$ cat src/rtl/booth_arb_pkg.sv
// Shared types and defaults for the Booth multiplier front-end arbiter.
// No logic; state encoding, default parameters and id-width helper only.
// Imported by rr_arbiter and booth_arbiter.
package booth_arb_pkg;

  localparam int DEF_OPERAND_BITS   = 4;
  localparam int DEF_NUM_REQ        = 4;
  localparam int DEF_TIMEOUT_CYCLES = 16;

  typedef enum logic [1:0] {
    IDLE  = 2'd0,
    ISSUE = 2'd1,
    WAIT  = 2'd2,
    RESP  = 2'd3
  } state_t;

  function automatic int id_width(input int n);
    return (n <= 2) ? 1 : $clog2(n);
  endfunction

endpackage

$ cat src/rtl/rr_arbiter.sv
// Round-robin one-hot grant, search starting just after last_grant.
// Purely combinational, zero latency.
// No backpressure of its own; caller decides when the grant is used.
module rr_arbiter
  import booth_arb_pkg::*;
#(
  parameter int NUM_REQ = DEF_NUM_REQ,
  parameter int IDW     = id_width(NUM_REQ)
) (
  input  logic [NUM_REQ-1:0] req,
  input  logic [IDW-1:0]     last_grant,
  output logic [NUM_REQ-1:0] grant
);

  logic [IDW-1:0] idx;
  logic           found;

  // NUM_REQ is a power of two, so the IDW-bit add wraps modulo NUM_REQ.
  always_comb begin
    grant = '0;
    found = 1'b0;
    idx   = '0;
    for (int k = 1; k <= NUM_REQ; k++) begin
      idx = last_grant + IDW'(k);
      if (!found && req[idx]) begin
        grant[idx] = 1'b1;
        found      = 1'b1;
      end
    end
  end

endmodule

$ cat src/rtl/booth_arbiter.sv
// Arbitrates NUM_REQ requesters onto one shared Booth multiplier, one op in flight.
// Latency: response at T+2+L after accept at T (L = multiplier latency), or T+2+TIMEOUT on abort.
// Backpressure: req_ready only in IDLE; responses are single-cycle pulses with no backpressure.
module booth_arbiter
  import booth_arb_pkg::*;
#(
  parameter  int OPERAND_BITS   = DEF_OPERAND_BITS,
  parameter  int NUM_REQ        = DEF_NUM_REQ,
  parameter  int TIMEOUT_CYCLES = DEF_TIMEOUT_CYCLES,
  localparam int IDW            = id_width(NUM_REQ),
  localparam int PW             = 2 * OPERAND_BITS
) (
  input  logic                            clk,
  input  logic                            rst_n,
  input  logic [NUM_REQ-1:0]              req_valid,
  input  logic [NUM_REQ*OPERAND_BITS-1:0] req_a,
  input  logic [NUM_REQ*OPERAND_BITS-1:0] req_b,
  output logic [NUM_REQ-1:0]              req_ready,
  output logic                            mul_start,
  output logic [OPERAND_BITS-1:0]         mul1,
  output logic [OPERAND_BITS-1:0]         mul2,
  input  logic                            mul_done,
  input  logic [PW-1:0]                   mul_res,
  output logic                            rsp_valid,
  output logic [IDW-1:0]                  rsp_id,
  output logic [PW-1:0]                   rsp_data,
  output logic                            rsp_err,
  output logic                            busy
);

  localparam int CW = $clog2(TIMEOUT_CYCLES) + 1;

  state_t               state, state_nxt;
  logic [NUM_REQ-1:0]   grant;
  logic [IDW-1:0]       last_grant, grant_idx;
  logic [CW-1:0]        cnt;
  logic                 err_q;
  logic                 accept, timeout;

  rr_arbiter #(.NUM_REQ(NUM_REQ), .IDW(IDW)) u_rr (
    .req        (req_valid),
    .last_grant (last_grant),
    .grant      (grant)
  );

  always_comb begin
    grant_idx = '0;
    for (int i = 0; i < NUM_REQ; i++) begin
      if (grant[i]) grant_idx = IDW'(i);
    end
  end

  assign req_ready = (state == IDLE) ? grant : '0;
  assign accept    = |(req_valid & req_ready);
  // Fires on the last permitted WAIT cycle; a coincident mul_done still wins.
  assign timeout   = (cnt == CW'(TIMEOUT_CYCLES - 1));

  always_comb begin
    state_nxt = state;
    mul_start = 1'b0;
    rsp_valid = 1'b0;
    rsp_err   = 1'b0;
    busy      = (state != IDLE);
    case (state)
      IDLE:  if (accept) state_nxt = ISSUE;
      ISSUE: begin
        mul_start = 1'b1;
        state_nxt = WAIT;
      end
      WAIT:  if (mul_done || timeout) state_nxt = RESP;
      RESP:  begin
        rsp_valid = 1'b1;
        rsp_err   = err_q;
        state_nxt = IDLE;
      end
      default: state_nxt = IDLE;
    endcase
  end

  always_ff @(posedge clk or negedge rst_n) begin
    if (!rst_n) begin
      state      <= IDLE;
      last_grant <= IDW'(NUM_REQ - 1);
      rsp_id     <= '0;
      rsp_data   <= '0;
      mul1       <= '0;
      mul2       <= '0;
      err_q      <= 1'b0;
      cnt        <= '0;
    end else begin
      state <= state_nxt;
      case (state)
        IDLE: if (accept) begin
          mul1       <= req_a[int'(grant_idx)*OPERAND_BITS +: OPERAND_BITS];
          mul2       <= req_b[int'(grant_idx)*OPERAND_BITS +: OPERAND_BITS];
          rsp_id     <= grant_idx;
          last_grant <= grant_idx;
        end
        ISSUE: cnt <= '0;
        WAIT: begin
          if (mul_done) begin
            rsp_data <= mul_res;
            err_q    <= 1'b0;
          end else if (timeout) begin
            rsp_data <= '0;
            err_q    <= 1'b1;
          end else begin
            cnt <= cnt + CW'(1);
          end
        end
        default: ;
      endcase
    end
  end

endmodule

$ cat config.mk
export PLATFORM = sky130hd
export DESIGN_NAME = booth_arbiter
export DESIGN_NICKNAME = d
export VERILOG_FILES = /design/src/rtl/booth_arb_pkg.sv /design/src/rtl/rr_arbiter.sv /design/src/rtl/booth_arbiter.sv
export SDC_FILE = /design/constraint.sdc
export NUM_CORES = 1
export LEC_CHECK = 0
export CAP_MARGIN = 30
export CORE_ASPECT_RATIO = 0.8
export CORE_MARGIN = 4
export CORE_UTILIZATION = 40
export CTS_CLUSTER_DIAMETER = 60
export DETAILED_ROUTE_END_ITERATION = 8
export PLACE_DENSITY = 0.75
export SYNTH_ARGS = -nofsm -noshare
export SYNTH_HDL_FRONTEND = slang
export SYNTH_SLANG_ARGS = --single-unit
$ cat constraint.sdc
create_clock -name clk -period 3 [get_ports clk]
set_input_delay 0.6 -clock clk [delete_from_list [all_inputs] [get_ports clk]]
set_output_delay 0.6 -clock clk [all_outputs]
set_load 0.005 [all_outputs]
==> metrics.csv, run 1 <==
stage,metric,value,unit
finish,"final std cell area, no fill",3160,sq um
timing,worst setup slack after layout,-0.133,ns
worst_setup_path,largest fanout on the critical path,6,
drt,Post-Route M1 WL,2.48,mm
worst_setup_path,Critical Path Slowest Stage Cell,sky130_fd_sc_hd__mux4_2,
worst_setup_path,internal reg-to-reg setup slack,0.02,ns
yosys,total of flip-flops plus latches after synthesis,28,
yosys,Mapped Cells,217,
floorplan,width of the die,86.1,um
floorplan,Row Count,22,
worst_setup_path,launching element type of the critical path,register,
yosys,"EDFF count, synth",0,
placement,cell area after placement,2960,sq um
timing,number of endpoints with negative hold slack in the final report,0,
yosys,post-synthesis instance area,1950,sq um
outcome,outcome,"finished, violations left",
placement,Buffers on Ports,72,
floorplan,effective utilization at floorplan,42.0,%
worst_setup_path,crit path DAT,2.53,ns
power_and_ir_drop,static leakage,1.41,nW
yosys,fraction of synthesized cell area taken by the top area cell type,33.3,%
cts,Clock Tree Buf Depth,2,
floorplan,core area,4650,sq um
finish,number of nets in the layout,386,
worst_setup_path,number of buffers and inverters on the critical path,2,
placement,sum of net half-perimeters after detailed placement,4.34,mm
cts,clock tree from TritonCTS,yes,
finish,number of antenna repair diodes,0,
floorplan,area of the die,6070,sq um
timing,final setup skew,0.00411,ns
yosys,number of nets produced by synthesis,279,
finish,final core area utilization,67.9,%
timing,Slew headroom,75.3,%
global_route,initial antenna violation count,0,
flow_run,max cap viols,0,
drt,drt total wl,5.57,mm
timing,setup repair after global routing missed its margin,true,
yosys,number of distinct standard cells referenced by the synthesized netlist,47,
global_route,overflow left after global routing,0,
worst_setup_path,critical path cell sequence,buf_4 > mux4_2 > nand2_1 > o21ai_1 > or3_1 > and2_1 > dlygate4sd2_1,
yosys,post-synth top area cell,sky130_fd_sc_hd__dfrtp_1,
drt,total length of routed met3 wires,353,um
cts,clock slew seen by the registers of the worst setup and hold paths,0.09,ns
power_and_ir_drop,Power Total,3.28,mW
yosys,Compound-Gate Fraction of Synth Area,23.7,%
yosys,Synth Warn #,0,
worst_setup_path,critical path's top delay family,multiplexers,
drt,Post-route DRC,0,
yosys,adder-cell share of the synthesized area,9.62,%
timing,slew at the pin closest to its max-slew limit,0.367,ns
yosys,dominant synthesized flop cell,sky130_fd_sc_hd__dfrtp_1,
global_route,vias in the first global route,1980,
timing,number of pins with negative max-slew slack in the final report,0,
worst_setup_path,startpoint-to-endpoint class of the critical path,register to output pin,
timing,highest clock frequency the design can meet,319,MHz
yosys,largest family of logic cells by synthesized area,compound AO/OA/AOI/OAI gates,
worst_setup_path,slowest cell delay on critical path,0.61,ns
drt,via count,1992,
outcome,violations in the final reports,setup timing,
drt,residual antenna-violating net count after detailed routing,0,
timing,count of endpoints failing setup in the final report,1,
yosys,"share of synthesized cell area in and, or, nand and nor gates",21.3,%
cts,deepest level of the CTS H-tree,1,
hold_path,path category of the worst min-delay check,register to register,
yosys,sequential cell area fraction in the yosys report,36.0,%
cts,number of buffers created by CTS,3,
drt,First DRT Iteration DRCs,48,
cts,Root Buffer,sky130_fd_sc_hd__clkbuf_8,
drt,via density per instance,5.20,
yosys,fraction of synthesized area in multiplexers,2.88,%
worst_setup_path,worst path required time,2.40,ns
cts,total number of clock tree sinks,28,
yosys,fraction of synthesis flops using an asynchronous set or reset pin,100,%
finish,share of layout cells above drive strength 1,21.7,%
timing,fin crit share,104,%
placement,Inst Count DP,374,
yosys,average instance area after synthesis,8.99,sq um
floorplan,y dimension of the die,70.5,um
finish,synthesis-to-layout area growth,61.9,%
timing,shortest clock period the worst path allows after layout,3.13,ns
global_route,largest net degree at the start of global routing,29,
drt,routed length on met2,2.70,mm
placement,routability cong.,0.865,
drt,Detailed Routing Iterations Pass 1,4,
global_route,wire length of the first global-routing pass,8.94,mm
worst_setup_path,CP endpoint kind,output pin,
drt,highest metal layer with signal wires,met4,
drt,routed wirelength normalized by instance count,14.6,um
yosys,parity-gate share of the synthesized area counting xor and xnor cells,0,%
power_and_ir_drop,peak ir drop on the vdd network,0.593,mV
finish,"non-filler cells, final",383,
global_route,combined global-route utilization of all metal layers,18.2,%
yosys,Synth area leaders,"sky130_fd_sc_hd__dfrtp_1 33%, sky130_fd_sc_hd__ha_1 9.6%, sky130_fd_sc_hd__and2_1 4.8%, sky130_fd_sc_hd__o21ai_0 4.4%, sky130_fd_sc_hd__a22o_1 4.0%",
cts,clock latency of the later-clocked register in the worst-skew pair,0.27,ns
placement,Setup Slack @ Placement,-0.573,ns
power_and_ir_drop,P per Cell Area,1040,nW/um^2
floorplan,Ports,73,
## power breakdown
part	total (mW)	switching (mW)	internal (mW)
clock	0.229	0.111	0.117
sequential	0.661	0.102	0.558
combinational	2.39	1.17	1.22
total	3.28	1.39	1.90
## layer usage
layer	GRT usage [%]	up-vias
met5	0	-
met4	3.69	0
met2	31.4	72
met1	23.5	913
li1	-	1001
met3	3.42	6
## cells in the final DEF (no fill, tap or decap), drive strengths merged, types with 2 or more instances in the layout
cell type and count:
nor3b 3, and2 15, or3 2, o31ai 3, clkbuf 6, mux4 2
nor3 10, dlygate4sd2 3, dfrtp 26, nand2b 2, nand3 2, nand2 13
nor2 18, dfstp 2, a21oi 8, clkdlybuf4s50 64, inv 20, o21a 2
buf 38, ha 15, a22o 9, nor4 3, dlymetal6s2s 2, a31oi 10
o21ai 18, a22oi 8
## final cells by class
| class | instances | area [sq um] |
|---|---|---|
| Multi-Input combinational cell | 161 | 1230 |
| Sequential cell | 28 | 703 |
| Timing Repair Buffer | 110 | 1020 |
| Inverter | 20 | 75.1 |
| Tap cell | 60 | 75.1 |
| Fill cell | 374 | 1490 |
| Clock buffer | 4 | 55.1 |
## metrics by stage
| stage | TNS [ns] | hold slack, ns |
|---|---|---|
| 6_report | -0.133 | 0.490 |
| 5_1_grt | -0.209 | 0.520 |
| 4_1_cts | -0.426 | 0.495 |
| 3_5_place_dp | -7.82 | 0.475 |
| 3_3_place_gp | -6.53 | 0.464 |
| 2_1_floorplan | 0 | 0.304 |
## worst reg2reg max path, cell delays in order, from the launching register on
cell and delay (ns):
sky130_fd_sc_hd__dfstp_2 0.58, sky130_fd_sc_hd__buf_4 0.13, sky130_fd_sc_hd__mux4_2 0.61, sky130_fd_sc_hd__or4_4 0.46
sky130_fd_sc_hd__buf_4 0.15, sky130_fd_sc_hd__a31o_1 0.21, sky130_fd_sc_hd__and2_1 0.19, sky130_fd_sc_hd__a31oi_2 0.20
sky130_fd_sc_hd__mux2_1 0.33
## state kept, by name, summed over array words and instances, names as in the netlist
signal / cells
cnt: 5
err_q: 1
last_grant: 2
mul1: 4
mul2: 4
rsp_data: 8
rsp_id: 2
state: 2
## repair_timing
item                       CTS  global route
hold buffers                 0             0
setup endpoints to repair   18            10
pin swaps                    8             2
gates resized for setup     27            13
gates cloned                 0             0
buffers inserted             3             2
## synthesized netlist by cell type (3+ instances only)
master,number
sky130_fd_sc_hd__dfrtp_1,26
sky130_fd_sc_hd__o31ai_1,3
sky130_fd_sc_hd__and2_1,15
sky130_fd_sc_hd__ha_1,15
sky130_fd_sc_hd__inv_1,20
sky130_fd_sc_hd__nor3_1,10
sky130_fd_sc_hd__clkbuf_1,3
sky130_fd_sc_hd__a22oi_1,8
sky130_fd_sc_hd__a22o_1,9
sky130_fd_sc_hd__a31oi_1,9
sky130_fd_sc_hd__o21ai_0,17
sky130_fd_sc_hd__a21oi_1,8
sky130_fd_sc_hd__nor2_1,18
sky130_fd_sc_hd__nand2_1,13
sky130_fd_sc_hd__nor4_1,3
## path summary, 6_finish.rpt
path,start,to,cells past startpoint
min reg2reg,cnt[4],cnt[4],2
max,last_grant[0],req_ready[2],7
min in group asynchronous,rst_n,state[1],2
max in group asynchronous,rst_n,last_grant[0],2
max reg2reg,last_grant[0],state[1],8
min,cnt[4],cnt[4],2
## cells by family after synthesis
family	Yosys count
mux	3
fa+ha+maj	15
simple gates	76
buf+inv	28
compound gates	67
flops	28
No activity file was read; power rests on OpenSTA's default activity.
==> run 2: changes to the inputs <==
--- a/config.mk
+++ b/config.mk
@@ -5,6 +5,7 @@
 export SDC_FILE = /design/constraint.sdc
 export NUM_CORES = 1
 export LEC_CHECK = 0
+export ABC_CLOCK_PERIOD_IN_PS = 3000
 export CAP_MARGIN = 30
 export CORE_ASPECT_RATIO = 0.8
 export CORE_MARGIN = 4
@@ -12,6 +13,8 @@
 export CTS_CLUSTER_DIAMETER = 60
 export DETAILED_ROUTE_END_ITERATION = 8
 export PLACE_DENSITY = 0.75
+export REMOVE_ABC_BUFFERS = 1
+export SKIP_CTS_REPAIR_TIMING = 1
 export SYNTH_ARGS = -nofsm -noshare
 export SYNTH_HDL_FRONTEND = slang
 export SYNTH_SLANG_ARGS = --single-unit
==> metrics.csv, run 2 (synthesis gave the netlist of run 1 again) <==
stage,metric,value,unit
power_and_ir_drop,P per Cell Area,1080,nW/um^2
cts,deepest level of the CTS H-tree,1,
power_and_ir_drop,static leakage,1.49,nW
cts,number of buffers created by CTS,3,
timing,highest clock frequency the design can meet,330,MHz
cts,total number of clock tree sinks,28,
timing,shortest clock period the worst path allows after layout,3.03,ns
drt,via count,2041,
drt,Post-route DRC,0,
global_route,vias in the first global route,1929,
global_route,initial antenna violation count,0,
timing,final setup skew,0.00436,ns
finish,share of layout cells above drive strength 1,23.7,%
cts,clock slew seen by the registers of the worst setup and hold paths,0.10,ns
drt,residual antenna-violating net count after detailed routing,0,
placement,cell area after placement,3000,sq um
cts,Root Buffer,sky130_fd_sc_hd__clkbuf_8,
cts,Clock Tree Buf Depth,2,
floorplan,y dimension of the die,70.5,um
timing,worst setup slack after layout,-0.0293,ns
worst_setup_path,crit path DAT,2.43,ns
placement,sum of net half-perimeters after detailed placement,4.37,mm
worst_setup_path,worst path required time,2.40,ns
timing,setup repair after global routing missed its margin,true,
floorplan,effective utilization at floorplan,42.0,%
timing,number of endpoints with negative hold slack in the final report,0,
finish,"top library cells by usage in the layout, fill and taps aside","64 x sky130_fd_sc_hd__clkdlybuf4s50_1, 38 x sky130_fd_sc_hd__buf_4, 26 x sky130_fd_sc_hd__dfrtp_1",
timing,count of endpoints failing setup in the final report,1,
finish,number of nets in the layout,392,
finish,number of antenna repair diodes,0,
drt,First DRT Iteration DRCs,63,
drt,drt total wl,6.02,mm
timing,number of pins with negative max-slew slack in the final report,0,
floorplan,core area,4650,sq um
cts,clock tree from TritonCTS,yes,
drt,Detailed Routing Iterations Pass 1,5,
placement,Buffers on Ports,72,
timing,fin crit share,101,%
worst_setup_path,CP endpoint kind,output pin,
timing,Slew headroom,73.5,%
power_and_ir_drop,peak ir drop on the vdd network,0.614,mV
finish,largest register by flop count,rsp_data,
floorplan,width of the die,86.1,um
worst_setup_path,launching element type of the critical path,register,
finish,leading registers by flop count,"rsp_data x8, cnt x5",
floorplan,Row Count,22,
drt,routed wirelength normalized by instance count,15.5,um
global_route,overflow left after global routing,0,
floorplan,area of the die,6070,sq um
worst_setup_path,largest fanout on the critical path,6,
finish,"final std cell area, no fill",3280,sq um
worst_setup_path,startpoint-to-endpoint class of the critical path,register to output pin,
global_route,wire length of the first global-routing pass,9.24,mm
placement,Setup Slack @ Placement,-0.548,ns
global_route,combined global-route utilization of all metal layers,18.8,%
placement,routability cong.,0.902,
floorplan,Ports,73,
timing,slew at the pin closest to its max-slew limit,0.394,ns
finish,synthesis-to-layout area growth,68.0,%
finish,number of flip-flops in the largest register,8,
timing,worst hold slack after final layout,0.488,ns
finish,"most common cell after layout, fill and taps aside",sky130_fd_sc_hd__clkdlybuf4s50_1,
outcome,violations in the final reports,setup timing,
flow_run,max cap viols,0,
outcome,outcome,"finished, violations left",
hold_path,path category of the worst min-delay check,register to register,
cts,clock latency of the later-clocked register in the worst-skew pair,0.28,ns
drt,via density per instance,5.25,
global_route,largest net degree at the start of global routing,29,
-- run 2: cell types whose count changed in the layout (fill, tap and decap cells not counted), sizes merged --
cell / change
buf: +7
dlymetal6s2s: +4
dlygate4sd2: -3
clkbuf: -2
bufinv: +1
clkdlybuf4s15: -1
-- run 2: layout make-up --
class,count,area [sq um]
fill,352,1370
multi-input combinational,161,1260
timing repair buffer,116,1100
sequential,28,703
inverter,20,75.1
tap,60,75.1
clock buffer,3,41.3
clock inverter,1,30.0
-- run 2: metrics by stage --
| stage | TNS [ns] | utilization [%] | cells | power (mW) |
|---|---|---|---|---|
| floorplan | -0.0223 | - | 209 | 1.79 |
| CTS | -3.26 | 66.0 | 382 | 3.19 |
| finish | -0.0293 | 70.5 | 389 | 3.53 |
| global placement | -6.83 | 64.5 | 378 | 2.85 |
| global route | -0.579 | 70.5 | 389 | 3.83 |
| detailed placement | -7.20 | 64.5 | 378 | 2.88 |
-- run 2: path summary, 6_finish.rpt --
| check | end | slack [ns] | depth (start not counted) | from |
|---|---|---|---|---|
| max in group asynchronous | last_grant[0] | 2.00 | 2 | rst_n |
| hold / removal | cnt[4] | 0.49 | 2 | cnt[4] |
| hold reg to reg | cnt[4] | 0.49 | 2 | cnt[4] |
| min in group asynchronous | state[0] | 0.69 | 2 | rst_n |
| setup reg to reg | state[1] | 0.04 | 10 | last_grant[0] |
| setup / recovery | req_ready[2] | -0.03 | 7 | last_grant[0] |
-- run 2: where the power goes --
part / switching [mW] / leakage (nW) / internal (mW)
combinational: 1.24 / 1.11 / 1.32
sequential: 0.108 / 0.339 / 0.558
clock: 0.123 / 0.0357 / 0.179
-- run 2: worst max-delay path: stages (launching register included) --
cell and delay [ns]:
sky130_fd_sc_hd__dfstp_2 0.60, sky130_fd_sc_hd__buf_6 0.11, sky130_fd_sc_hd__mux4_2 0.59, sky130_fd_sc_hd__buf_6 0.16, sky130_fd_sc_hd__nor4_4 0.26, sky130_fd_sc_hd__or3_1 0.17
sky130_fd_sc_hd__and2_1 0.15, sky130_fd_sc_hd__clkbuf_2 0.11
-- run 2: per-layer routing --
metal,part of all wire [%],global-route usage [%],vias to the layer above
met5,0,0,-
met4,1.0,2.11,0
met3,7.4,5.54,7
met2,47,29.1,65
met1,44,26.8,961
li1,-,-,1008
